==> src/rtl/spi_frame_ctrl.sv <==
// rtl/spi_frame_ctrl.sv - frame capture, PS/2-style framing check and byte FIFO for the negedge deserializer
module spi_frame_ctrl #(
    parameter int STABLE_CYCLES = 4,
    parameter int FIFO_DEPTH    = 4,
    parameter int INIT_COUNT    = 63
) (
    input  logic        clk,
    input  logic        rst,
    input  logic [10:0] frame,
    input  logic [5:0]  frame_count,
    output logic [7:0]  out_data,
    output logic        out_valid,
    input  logic        out_ready,
    output logic        inhibit,
    output logic        err_parity,
    output logic        err_framing,
    output logic        err_overrun,
    output logic [7:0]  lost_count
);
    localparam int AW = $clog2(FIFO_DEPTH);
    localparam int CW = AW + 1;
    localparam int SW = (STABLE_CYCLES > 1) ? $clog2(STABLE_CYCLES) : 1;

    typedef enum logic [1:0] {S_IDLE, S_WAIT, S_CHECK, S_PUSH} state_t;

    state_t         r_state, w_state_n;
    logic [5:0]     r_sync1, r_sync2, r_cand, r_last;
    logic [5:0]     w_cand_n, w_last_n, w_delta;
    logic [SW-1:0]  r_stab, w_stab_n;
    logic [10:0]    r_frame_q, w_frame_q_n;
    logic           r_err_p, r_err_f, r_err_o;
    logic           w_err_p_n, w_err_f_n, w_err_o_n;
    logic [7:0]     r_lost, w_lost_inc, w_lost_n;
    logic [8:0]     w_lost_sum;
    logic           w_framing_bad, w_parity_bad, w_push, w_pop, w_full;

    logic [7:0]     r_mem [FIFO_DEPTH];
    logic [AW-1:0]  r_wr_ptr, r_rd_ptr, w_rd_n;
    logic [CW-1:0]  r_count, w_count_n;
    logic [7:0]     r_out_data, w_head_n;
    logic           r_inhibit;

    assign w_delta       = r_cand - r_last;
    assign w_framing_bad = r_frame_q[0] | ~r_frame_q[10];
    assign w_parity_bad  = ~(^r_frame_q[9:1]);
    assign w_full        = (r_count == CW'(FIFO_DEPTH));
    assign w_pop         = (r_count != '0) && out_ready;
    assign w_lost_sum    = {1'b0, r_lost} + {1'b0, w_lost_inc};
    assign w_lost_n      = w_lost_sum[8] ? 8'hFF : w_lost_sum[7:0];

    always_comb begin
        w_state_n   = r_state;
        w_cand_n    = r_cand;
        w_stab_n    = r_stab;
        w_frame_q_n = r_frame_q;
        w_last_n    = r_last;
        w_err_p_n   = 1'b0;
        w_err_f_n   = 1'b0;
        w_err_o_n   = 1'b0;
        w_lost_inc  = 8'd0;
        w_push      = 1'b0;
        case (r_state)
            S_IDLE: begin
                if (r_sync2 != r_last) begin
                    w_cand_n  = r_sync2;
                    w_stab_n  = '0;
                    w_state_n = S_WAIT;
                end
            end
            S_WAIT: begin
                if (r_sync2 != r_cand) begin
                    w_cand_n = r_sync2;
                    w_stab_n = '0;
                end else if (r_stab == SW'(STABLE_CYCLES - 1)) begin
                    w_frame_q_n = frame;
                    w_state_n   = S_CHECK;
                end else begin
                    w_stab_n = r_stab + SW'(1);
                end
            end
            S_CHECK: begin
                if (w_delta > 6'd1) begin
                    w_err_o_n  = 1'b1;
                    w_lost_inc = {2'b00, w_delta - 6'd1};
                end
                w_last_n  = r_cand;
                w_err_f_n = w_framing_bad;
                w_err_p_n = w_parity_bad;
                w_state_n = (w_framing_bad || w_parity_bad) ? S_IDLE : S_PUSH;
            end
            S_PUSH: begin
                // A pop in the same cycle frees the slot the push needs
                if (!w_full || w_pop) begin
                    w_push = 1'b1;
                end else begin
                    w_err_o_n  = 1'b1;
                    w_lost_inc = 8'd1;
                end
                w_state_n = S_IDLE;
            end
            default: w_state_n = S_IDLE;
        endcase
    end

    always_comb begin
        w_count_n = r_count;
        if (w_push && !w_pop) begin
            w_count_n = r_count + CW'(1);
        end else if (!w_push && w_pop) begin
            w_count_n = r_count - CW'(1);
        end
        w_rd_n   = w_pop ? r_rd_ptr + AW'(1) : r_rd_ptr;
        w_head_n = (w_push && (r_wr_ptr == w_rd_n)) ? r_frame_q[8:1] : r_mem[w_rd_n];
    end

    always_ff @(posedge clk or posedge rst) begin
        if (rst) begin
            r_state    <= S_IDLE;
            r_sync1    <= 6'(INIT_COUNT);
            r_sync2    <= 6'(INIT_COUNT);
            r_cand     <= 6'(INIT_COUNT);
            r_last     <= 6'(INIT_COUNT);
            r_stab     <= '0;
            r_frame_q  <= '0;
            r_err_p    <= 1'b0;
            r_err_f    <= 1'b0;
            r_err_o    <= 1'b0;
            r_lost     <= 8'd0;
            r_wr_ptr   <= '0;
            r_rd_ptr   <= '0;
            r_count    <= '0;
            r_out_data <= 8'd0;
            r_inhibit  <= 1'b0;
        end else begin
            r_state    <= w_state_n;
            r_sync1    <= frame_count;
            r_sync2    <= r_sync1;
            r_cand     <= w_cand_n;
            r_last     <= w_last_n;
            r_stab     <= w_stab_n;
            r_frame_q  <= w_frame_q_n;
            r_err_p    <= w_err_p_n;
            r_err_f    <= w_err_f_n;
            r_err_o    <= w_err_o_n;
            r_lost     <= w_lost_n;
            r_wr_ptr   <= w_push ? r_wr_ptr + AW'(1) : r_wr_ptr;
            r_rd_ptr   <= w_rd_n;
            r_count    <= w_count_n;
            r_out_data <= (w_count_n == '0) ? 8'd0 : w_head_n;
            r_inhibit  <= (w_count_n == CW'(FIFO_DEPTH));
        end
    end

    always_ff @(posedge clk) begin
        if (w_push) begin
            r_mem[r_wr_ptr] <= r_frame_q[8:1];
        end
    end

    assign out_data    = r_out_data;
    assign out_valid   = (r_count != '0);
    assign inhibit     = r_inhibit;
    assign err_parity  = r_err_p;
    assign err_framing = r_err_f;
    assign err_overrun = r_err_o;
    assign lost_count  = r_lost;
endmodule
==> config.mk <==
export PLATFORM = sky130hd
export DESIGN_NAME = spi_frame_ctrl
export DESIGN_NICKNAME = d
export VERILOG_FILES = /design/src/rtl/spi_frame_ctrl.sv
export SDC_FILE = /design/constraint.sdc
export NUM_CORES = 1
export LEC_CHECK = 0
export CAP_MARGIN = 10
export CORE_MARGIN = 2
export CORE_UTILIZATION = 45
export CTS_CLUSTER_DIAMETER = 80
export DETAILED_ROUTE_END_ITERATION = 10
export PLACE_DENSITY_LB_ADDON = 0.05
export SLEW_MARGIN = 20
export SYNTH_ARGS = -nofsm -noshare
export SYNTH_HDL_FRONTEND = slang
export SYNTH_SLANG_ARGS = --single-unit
==> constraint.sdc <==
create_clock -name clk -period 5 [get_ports clk]
set_input_delay 0.75 -clock clk [delete_from_list [all_inputs] [get_ports clk]]
set_output_delay 0.75 -clock clk [all_outputs]
set_load 0.01 [all_outputs]
==> metrics.txt <==
Levels on crit path=15; post-cts resize count=0; Worst Hold Path EP=r_sync2[1]; number of setup violations in the final report=0; IO Count=41; Die Area=around 12,000 sq um; gpl congestion=approximately 0.8; CP Max Fanout=6; slowest CP cell=dfstp_2; core area=10,800 sq um; r2r startpoint=r_last[0]; Storage cell area=roughly 2600 sq um; layout cells sized above 1=between 15 and 20%; Tcrit/Tclk final=84.9%; leakage=2.39 nW; CTS tree=done; worst slew pin tran=0.930 ns; RSZ-0062 raised after global routing=no; Clock Skew=0.0111 ns; vias in the first global route=3,147; metal3 WL=250 um; XOR/XNOR Fraction of Synth Area=6.31%; WP data required=5.26 ns; Crit path top cell by count=a21o_1; HP Class=flop to flop; Avg WL per Cell=17.0 um; FILL cells=between 900 and 1,000; Worst slew margin=37.7%; Worst VDD drop=0.247 mV; via count=3,031; Post-Synth Simple-Gate Area=8.55%; Max Cap Viol=0; # clock sinks=98; die height=about 110 um; first-pass GRT wire length=15,700 um; crit end category=flop; nets=459; post-synth net total=around 420; Post-synth EDFFs=32; fraction of registers with async set or reset after synthesis=around two thirds; Skew-Pair Late Insertion Delay=0.38 ns; drt drc=0; post-detailed-routing wire length=9540 um; synth-to-layout area growth=14.3%; FF+latch count, synth=98; commonest non-fill, non-tap cell in the layout=dfrtp_1; CTS buffer count=9; Worst setup SP type=flop; via/cell ratio=about 5.4; Top delay family on crit path=compound AO/OA/AOI/OAI gates; Final Max Slew Viols=0; commonest cells after routing, fill and taps aside=dfrtp_1 (42), clkdlybuf4s50_1 (40), edfxtp_1 (32); CP peak stage delay=0.56 ns; ys flop type=dfrtp_1; final hold viol count=0; Final ANT Viol Nets=0; H-tree depth=3; Crit Path Class=flop to flop; post-CTS setup buffers=0; Tot GR Track Use=17.7%; multi-input logic area=between 2000 and 2500 sq um; Routed met1 length=4190 um; Seq/Total Area, Yosys=53.1%; YS warnings=0; post-route setup TNS=0 ns; cell row count=38; Adder-Cell Fraction of Synth Area=6.08%; placed insts=roughly 550; met2 WL=4930 um; cts hold-fix bufs=0; CTS root buf=clkbuf_8; hold slack=0.358 ns; Starting Density=46.1%; port bufs=40; f_max=236 MHz; Worst R2R End=lost_count[3]; post-synthesis mux area share=13.3%; syn avg cell area=approximately 13 sq um; die width=109 um; Reg clk slew, reported paths=0.10 ns; reg2reg setup slack=0.76 ns; CP bufs+invs=1; Synth cell types=57; Final min period=4.24 ns; uppermost layer routed=met4; Max clock buf depth=2; final core occ=52.7%; DRT iter0 DRCs=~130; status=completed; largest family of logic cells by synthesized area=multiplexers; Reg2Reg Depth=15; synthesized area=~5000 sq um; residual overflow from global routing=0; First-pass DRT Iterations=4; Cells after Synth=378; PwrDens=338 nW/um^2; worst-path cell chain=ha_1 > inv_1 > fa_1 > xnor2_1 > o21ai_0 > nor4b_4 > o32ai_1 > ha_1 > fa_1 > a21o_1 > a21o_1 > a21o_1 > a21oi_1 > or2_2 > o21ai_0; Compound-Gate Fraction of Synth Area=9.50%; WP data arrival=between 4 and 5 ns; Hold Startpoint=r_sync1[1]; Post-Layout Cell Count=561; pin count of the biggest net entering global routing=42; Hold Path Depth=0; HPWL Detailed=6810 um; initial antenna violation count=0; Ant. Diodes=0
[power by group]
group          switching (mW)  leakage [nW]  internal (mW)  total (mW)
clock network           0.281         0.105          0.283       0.564
registers              0.0852          1.15          0.875       0.960
logic                   0.193          1.13          0.207       0.400
[synthesized netlist by cell type, drive strengths merged (3+ instances only)]
master	n	share of area [%]
mux2	16	3.6
dfstp	24	13
mux4	16	7.8
o21ai	18	1.8
dfrtp	42	21
nand4	4	0.50
buf	9	1.5
inv	17	1.3
xnor2	23	4.0
edfxtp	32	19
mux2i	9	1.8
and2	6	0.80
a211oi	3	0.45
nand2	27	2.0
nor2	11	0.83
nand3	7	0.70
xor2	12	2.3
a31oi	3	0.68
clkbuf	5	0.38
a21o	5	0.75
o22ai	9	1.1
ha	21	5.3
nor3	10	1.1
nand2b	4	0.50
a21oi	17	1.7
[layer usage]
metal  vias to the layer above  track usage [%]
met5                         -                0
met4                         0             6.96
met3                        12             4.18
met2                        36             30.6
met1                      1522             21.4
li1                       1461                -
[per-stage QoR]
step                cell area [sq um]  worst slack (ns)  power [mW]
floorplan                        4980              1.11        1.27
global placement                 5470             0.920        1.37
detailed placement               5470             0.774        1.38
CTS                              5680             0.748        1.95
global route                     5690             0.422        2.03
finish                           5690             0.756        1.92
[worst register-to-register path: stages, from the launching register on]
cell and delay (ns):
dfstp_2 0.56, ha_1 0.15, inv_1 0.05, fa_1 0.40, xnor2_1 0.34, o21ai_0 0.28, nor4b_4 0.47, o32ai_1 0.14
ha_1 0.25, fa_1 0.41, a21o_1 0.20, a21o_1 0.19, a21o_1 0.19, a21oi_1 0.20, or2_2 0.20, o21ai_0 0.11
[area by class of cell]
type | count | area share, %
Sequential cell | 98 | 46.5
Multi-Input combinational cell | 249 | 38.3
Timing Repair Buffer | 41 | 7.17
Tap cell | 140 | 3.08
Clock buffer | 10 | 2.24
Clock inverter | 6 | 1.56
Inverter | 17 | 1.12
[cells by family after synthesis]
| group | Yosys count |
|---|---|
| AOI/OAI and AO/OA | 69 |
| xor gates and xnor gates | 35 |
| adders and majority gates | 23 |
| buffers and inverters | 31 |
| DFF | 98 |
| muxes | 41 |
| and+or+nand+nor | 81 |
[flip-flops by register name (all words and copies together) (netlist names)]
register and flops:
err_framing 1, err_overrun 1, err_parity 1, inhibit 1
lost_count 8, out_data 8, r_cand 6, r_count 3
r_frame_q 11, r_last 6, r_mem 32, r_rd_ptr 2
r_stab 2, r_state 2, r_sync1 6, r_sync2 6
r_wr_ptr 2
[worst max path at each step]
stage / slack [ns] / end / from
6_report: 0.76 / lost_count[3] / r_last[0]
3_5_place_dp: 0.77 / lost_count[3] / r_cand[0]
2_1_floorplan: 1.11 / lost_count[3] / r_cand[0]
3_3_place_gp: 0.92 / lost_count[5] / r_cand[0]
5_1_grt: 0.42 / lost_count[3] / r_last[0]
4_1_cts: 0.75 / lost_count[3] / r_cand[0]
Note: power is estimated with default switching activity, not from simulation.
==> patch 1, RTL diff (same flow settings) <==
Set the parameter `STABLE_CYCLES` to 2 (it was 4).
--- a/src/rtl/spi_frame_ctrl.sv
+++ b/src/rtl/spi_frame_ctrl.sv
@@ -1,5 +1,5 @@
 // rtl/spi_frame_ctrl.sv - frame capture, PS/2-style framing check and byte FIFO for the negedge deserializer
 module spi_frame_ctrl #(
-    parameter int STABLE_CYCLES = 4,
+    parameter int STABLE_CYCLES = 2,
     parameter int FIFO_DEPTH    = 4,
     parameter int INIT_COUNT    = 63
Function: changed (a bounded check fails within 10 cycles, from zero or initial values and one cycle with rst high).
==> patch 1 against the original RTL <==
  * Power is 8.6% higher
  * Final area is 1.2% lower
  * Wire length is 7.0% higher
  * Area after synthesis is 0.70% lower
  * Setup slack better by 0.24 ns
  * Cell count is 5.5% higher
  * Sequential cell count is 1 lower
  * Global-route usage is 1.3 points higher
  * Sequential share of layout area is 0.10 points higher
  * Clock power is 12% lower
  * Combinational power is 49% higher
  * Largest power group unchanged
==> patch 1: results <==
status:
  outcome: "complete, no violations"
cells_and_area:
  drive_gt1_share_pct: 19.25
  area_delta_synth_final_pct: 13.73
  fin_cells: 592
  finalNetCount: 489
  clockBufferCount: 13
  multi_input_area_share_pct: 37.68
  multi_input_gates: 270
synthesis:
  syn_area_per_cell_sq_um: 11.96
  synth_cell_types: 63
  ys_ff_latch: 97
  ys_seq_area_share_pct: 52.98
  synthAdderAreaFrac_pct: 6.280
  synthXorXnorAreaFrac_pct: 5.850
  synthTopCellsByCount: "dfrtp_1 (41), edfxtp_1 (32), mux2_2 (29)"
  synth_area_leaders: "dfrtp_1 (21%), edfxtp_1 (19%), dfstp_2 (13%)"
drt:
  wl_met1_mm: 4.459
  met3_length_um: 311
sta:
  finClkSkew_ns: 0.01462
  worstMarginPinSlew_ns: 1.113
power_and_ir_drop:
  ir_drop_mv: 0.2538
  seqPwrFrac_pct: 47.8
  netSwitchingFraction_pct: 32.61
global_routing:
  grt_pass1_wl_mm: 16.97
  grt_usage_pct: 19.08
  met3_usage_pct: 3.288
  use_met1_pct: 24.04
  grt_max_degree: 36
[patch 1: changes by cell type after synthesis, sizes merged, moves of 6 or more]
cell    delta
a211o      +6
mux2i      -8
o22ai      -8
o21ai      -8
o211a      +8
o31ai      +7
a22o       +6
o221ai     +8
mux2      +13
nand4      +7
mux4      -16
inv        +9
[patch 1: how the worst min path moves through the flow]
stage / start / to / slack, ns / depth (start not counted)
final: r_sync1[2] / r_sync2[2] / 0.34 / 0
after global routing: r_sync1[2] / r_sync2[2] / 0.34 / 0
after CTS: r_sync1[2] / r_sync2[2] / 0.34 / 0
after detailed placement: r_sync1[2] / r_sync2[2] / 0.35 / 0
after global placement: r_sync1[5] / r_sync2[5] / 0.35 / 0
after floorplan: r_sync1[0] / r_sync2[0] / 0.35 / 0
[patch 1: cell families after synthesis]
group	Yosys count
flops	97
xor+xnor	33
mux	30
simple gates	99
compound gates	84
fa+ha+maj	24
buf+inv	46
==> patch 2, RTL diff (same flow settings) <==
Without the edit above. Re-encode `state_t` (4 states) as Gray code, 2 bits wide.
--- a/src/rtl/spi_frame_ctrl.sv
+++ b/src/rtl/spi_frame_ctrl.sv
@@ -22,5 +22,5 @@
     localparam int SW = (STABLE_CYCLES > 1) ? $clog2(STABLE_CYCLES) : 1;
 
-    typedef enum logic [1:0] {S_IDLE, S_WAIT, S_CHECK, S_PUSH} state_t;
+    typedef enum logic [1:0] {S_IDLE = 2'b00, S_WAIT = 2'b01, S_CHECK = 2'b11, S_PUSH = 2'b10} state_t;
 
     state_t         r_state, w_state_n;
Behaviour: same outputs for any inputs over 10 cycles, from zero or initial values and one cycle with rst high; not proved beyond that.
==> patch 2 against the original RTL <==
  * Sequential share of layout area down 0.45 points
  * Sequential cell count unchanged
  * Power up 5.2%
  * Critical path type unchanged
  * Wire length up 4.9%
  * Cell count up 9.6%
  * Area after synthesis up 1.1%
  * Critical endpoint is now lost_count[5]
  * Final area up 0.97%
  * Setup slack worse by 0.035 ns
  * Utilization about the same
  * Combinational power up 33%
==> patch 2: results <==
min_path:
  min_to: "r_sync2[5]"
  hp-start: "r_sync1[5]"
  whs_path_depth: 0
setup_path:
  critPathMaxFanout: 7
  worst_r2r_path_depth: 14
  r2r-start: "r_last[0]"
  r2r-end: "lost_count[5]"
  rrSetupSlack_ns: 0.72
drt:
  antenna_left: 0
  first_pass_iters: 4
  wl_per_cell_um: 16.26
  drtIter0Drc: 187
  via_count: 3383
place:
  portBuffers: 40
  dp_hpwl_mm: 6.933
  place.gp.congestion: 0.8252
clock_network:
  cts_buffers: 9
  cts_resized: 0
  htreeDepth: 3
  postCtsSetupBuffers: 0
  clockBufferDepth: 2
  clkTransAtPathRegs_ns: 0.10
  cts_root_buffer: "clkbuf_8"
synthesis:
  synth_area_leaders: "dfrtp_1 (21%), edfxtp_1 (19%), dfstp_2 (13%)"
  synth_flop_cell: "dfrtp_1"
  synthTopCellsByCount: "dfrtp_1 (42), edfxtp_1 (32), nand2_1 (30)"
  synth_edf_count: 32
  ys_seq_area_share_pct: 52.54
  yosys_warnings: 0
  async_flop_share_pct: 67.35
  synthesis.nets: 474
power_and_ir_drop:
  p_leak_nw: 2.397
  p_int_mw: 1.335
  ir_drop_mv: 0.2258
sta:
  finClkSkew_ns: 0.01119
  max_slew_margin_pct: 39.67
status:
  outcome: "complete, no violations"
cells_and_area:
  antennaDiodeCount: 0
  finalNetCount: 513
  top_regs: "r_mem x32, r_frame_q x11"
  drive_gt1_share_pct: 16.21
global_routing:
  grt_pass1_vias: 3311
  grt_max_degree: 67
  grt_pass1_wl_mm: 16.69
  grt_antenna_before_repair: 0
  grt_usage_pct: 18.16
[patch 2: cell types whose count changed after synthesis, sizes merged, moves of 5 or more]
cell / change
mux4: -16
o22ai: -7
nor3: +7
a31o: +8
nor2b: +6
o211ai: +10
and3: +5
a211o: +6
a211oi: +15
a22oi: +7
[patch 2: kinds of logic after synthesis]
logic type / synth area share (%)
and+or+nand+nor: 11.54
AOI/OAI and AO/OA: 15.32
DFF: 52.54
buffers and inverters: 2.960
xor gates and xnor gates: 5.398
muxes: 6.219
adders and majority gates: 6.020
[patch 2: how the worst max path moves through the flow]
stage / cells past startpoint / slack [ns] / end / from
2_1_floorplan: 15 / 1.21 / lost_count[6] / r_last[0]
3_3_place_gp: 14 / 0.92 / lost_count[5] / r_last[0]
3_5_place_dp: 14 / 0.75 / lost_count[5] / r_last[0]
4_1_cts: 14 / 0.71 / lost_count[5] / r_last[0]
5_1_grt: 14 / 0.20 / lost_count[5] / r_last[0]
6_report: 14 / 0.72 / lost_count[5] / r_last[0]
[patch 2: per-stage QoR]
step	cells	util (%)	setup slack [ns]	hold WS, ns	cell area [sq um]
4_1_cts	615	52.72	0.7137	0.3616	5741
3_3_place_gp	599	50.94	0.9194	0.3469	5547
2_1_floorplan	431	-	1.212	0.3452	5030
5_1_grt	615	52.72	0.1985	0.3638	5741
6_report	615	52.72	0.7204	0.3600	5741
3_5_place_dp	599	50.94	0.7526	0.3468	5547
[patch 2: power by group through the flow]
| stage | Sequential [mW] | Clock, mW | Combinational, mW |
|---|---|---|---|
| final | 0.987 | 0.504 | 0.532 |
| after global routing | 1.00 | 0.559 | 0.584 |
| after CTS | 0.986 | 0.522 | 0.532 |
| after detailed placement | 1.00 | 0 | 0.528 |
| after global placement | 0.997 | 0 | 0.523 |
| after floorplan | 0.956 | 0 | 0.392 |
[patch 2: layout make-up]
cell class	instances	area [sq um]
clock buffer	9	123.9
fill	977	5147
sequential	98	2643
inverter	20	75.07
timing repair buffer	42	415.4
multi-input combinational	299	2238
clock inverter	7	70.07
tap	140	175.2
[patch 2: critical path, stage by stage (launching register included)]
cell and delay (ns):
dfstp_2 0.57, ha_1 0.16, inv_1 0.05, fa_1 0.40
xnor2_1 0.38, o21ai_0 0.23, o41ai_2 0.44, o21ai_0 0.15
ha_1 0.23, fa_1 0.42, a21o_1 0.18, a21oi_1 0.23
o21bai_1 0.13, a32oi_1 0.40, o21ai_0 0.17
[patch 2: layer usage]
metal | part of all wire (%) | up-vias | track usage, %
met3 | 3.8 | 10 | 3.201
met4 | 1.3 | 0 | 6.600
met2 | 44 | 73 | 27.12
met1 | 51 | 1632 | 26.54
li1 | - | 1668 | -
met5 | 0 | - | 0
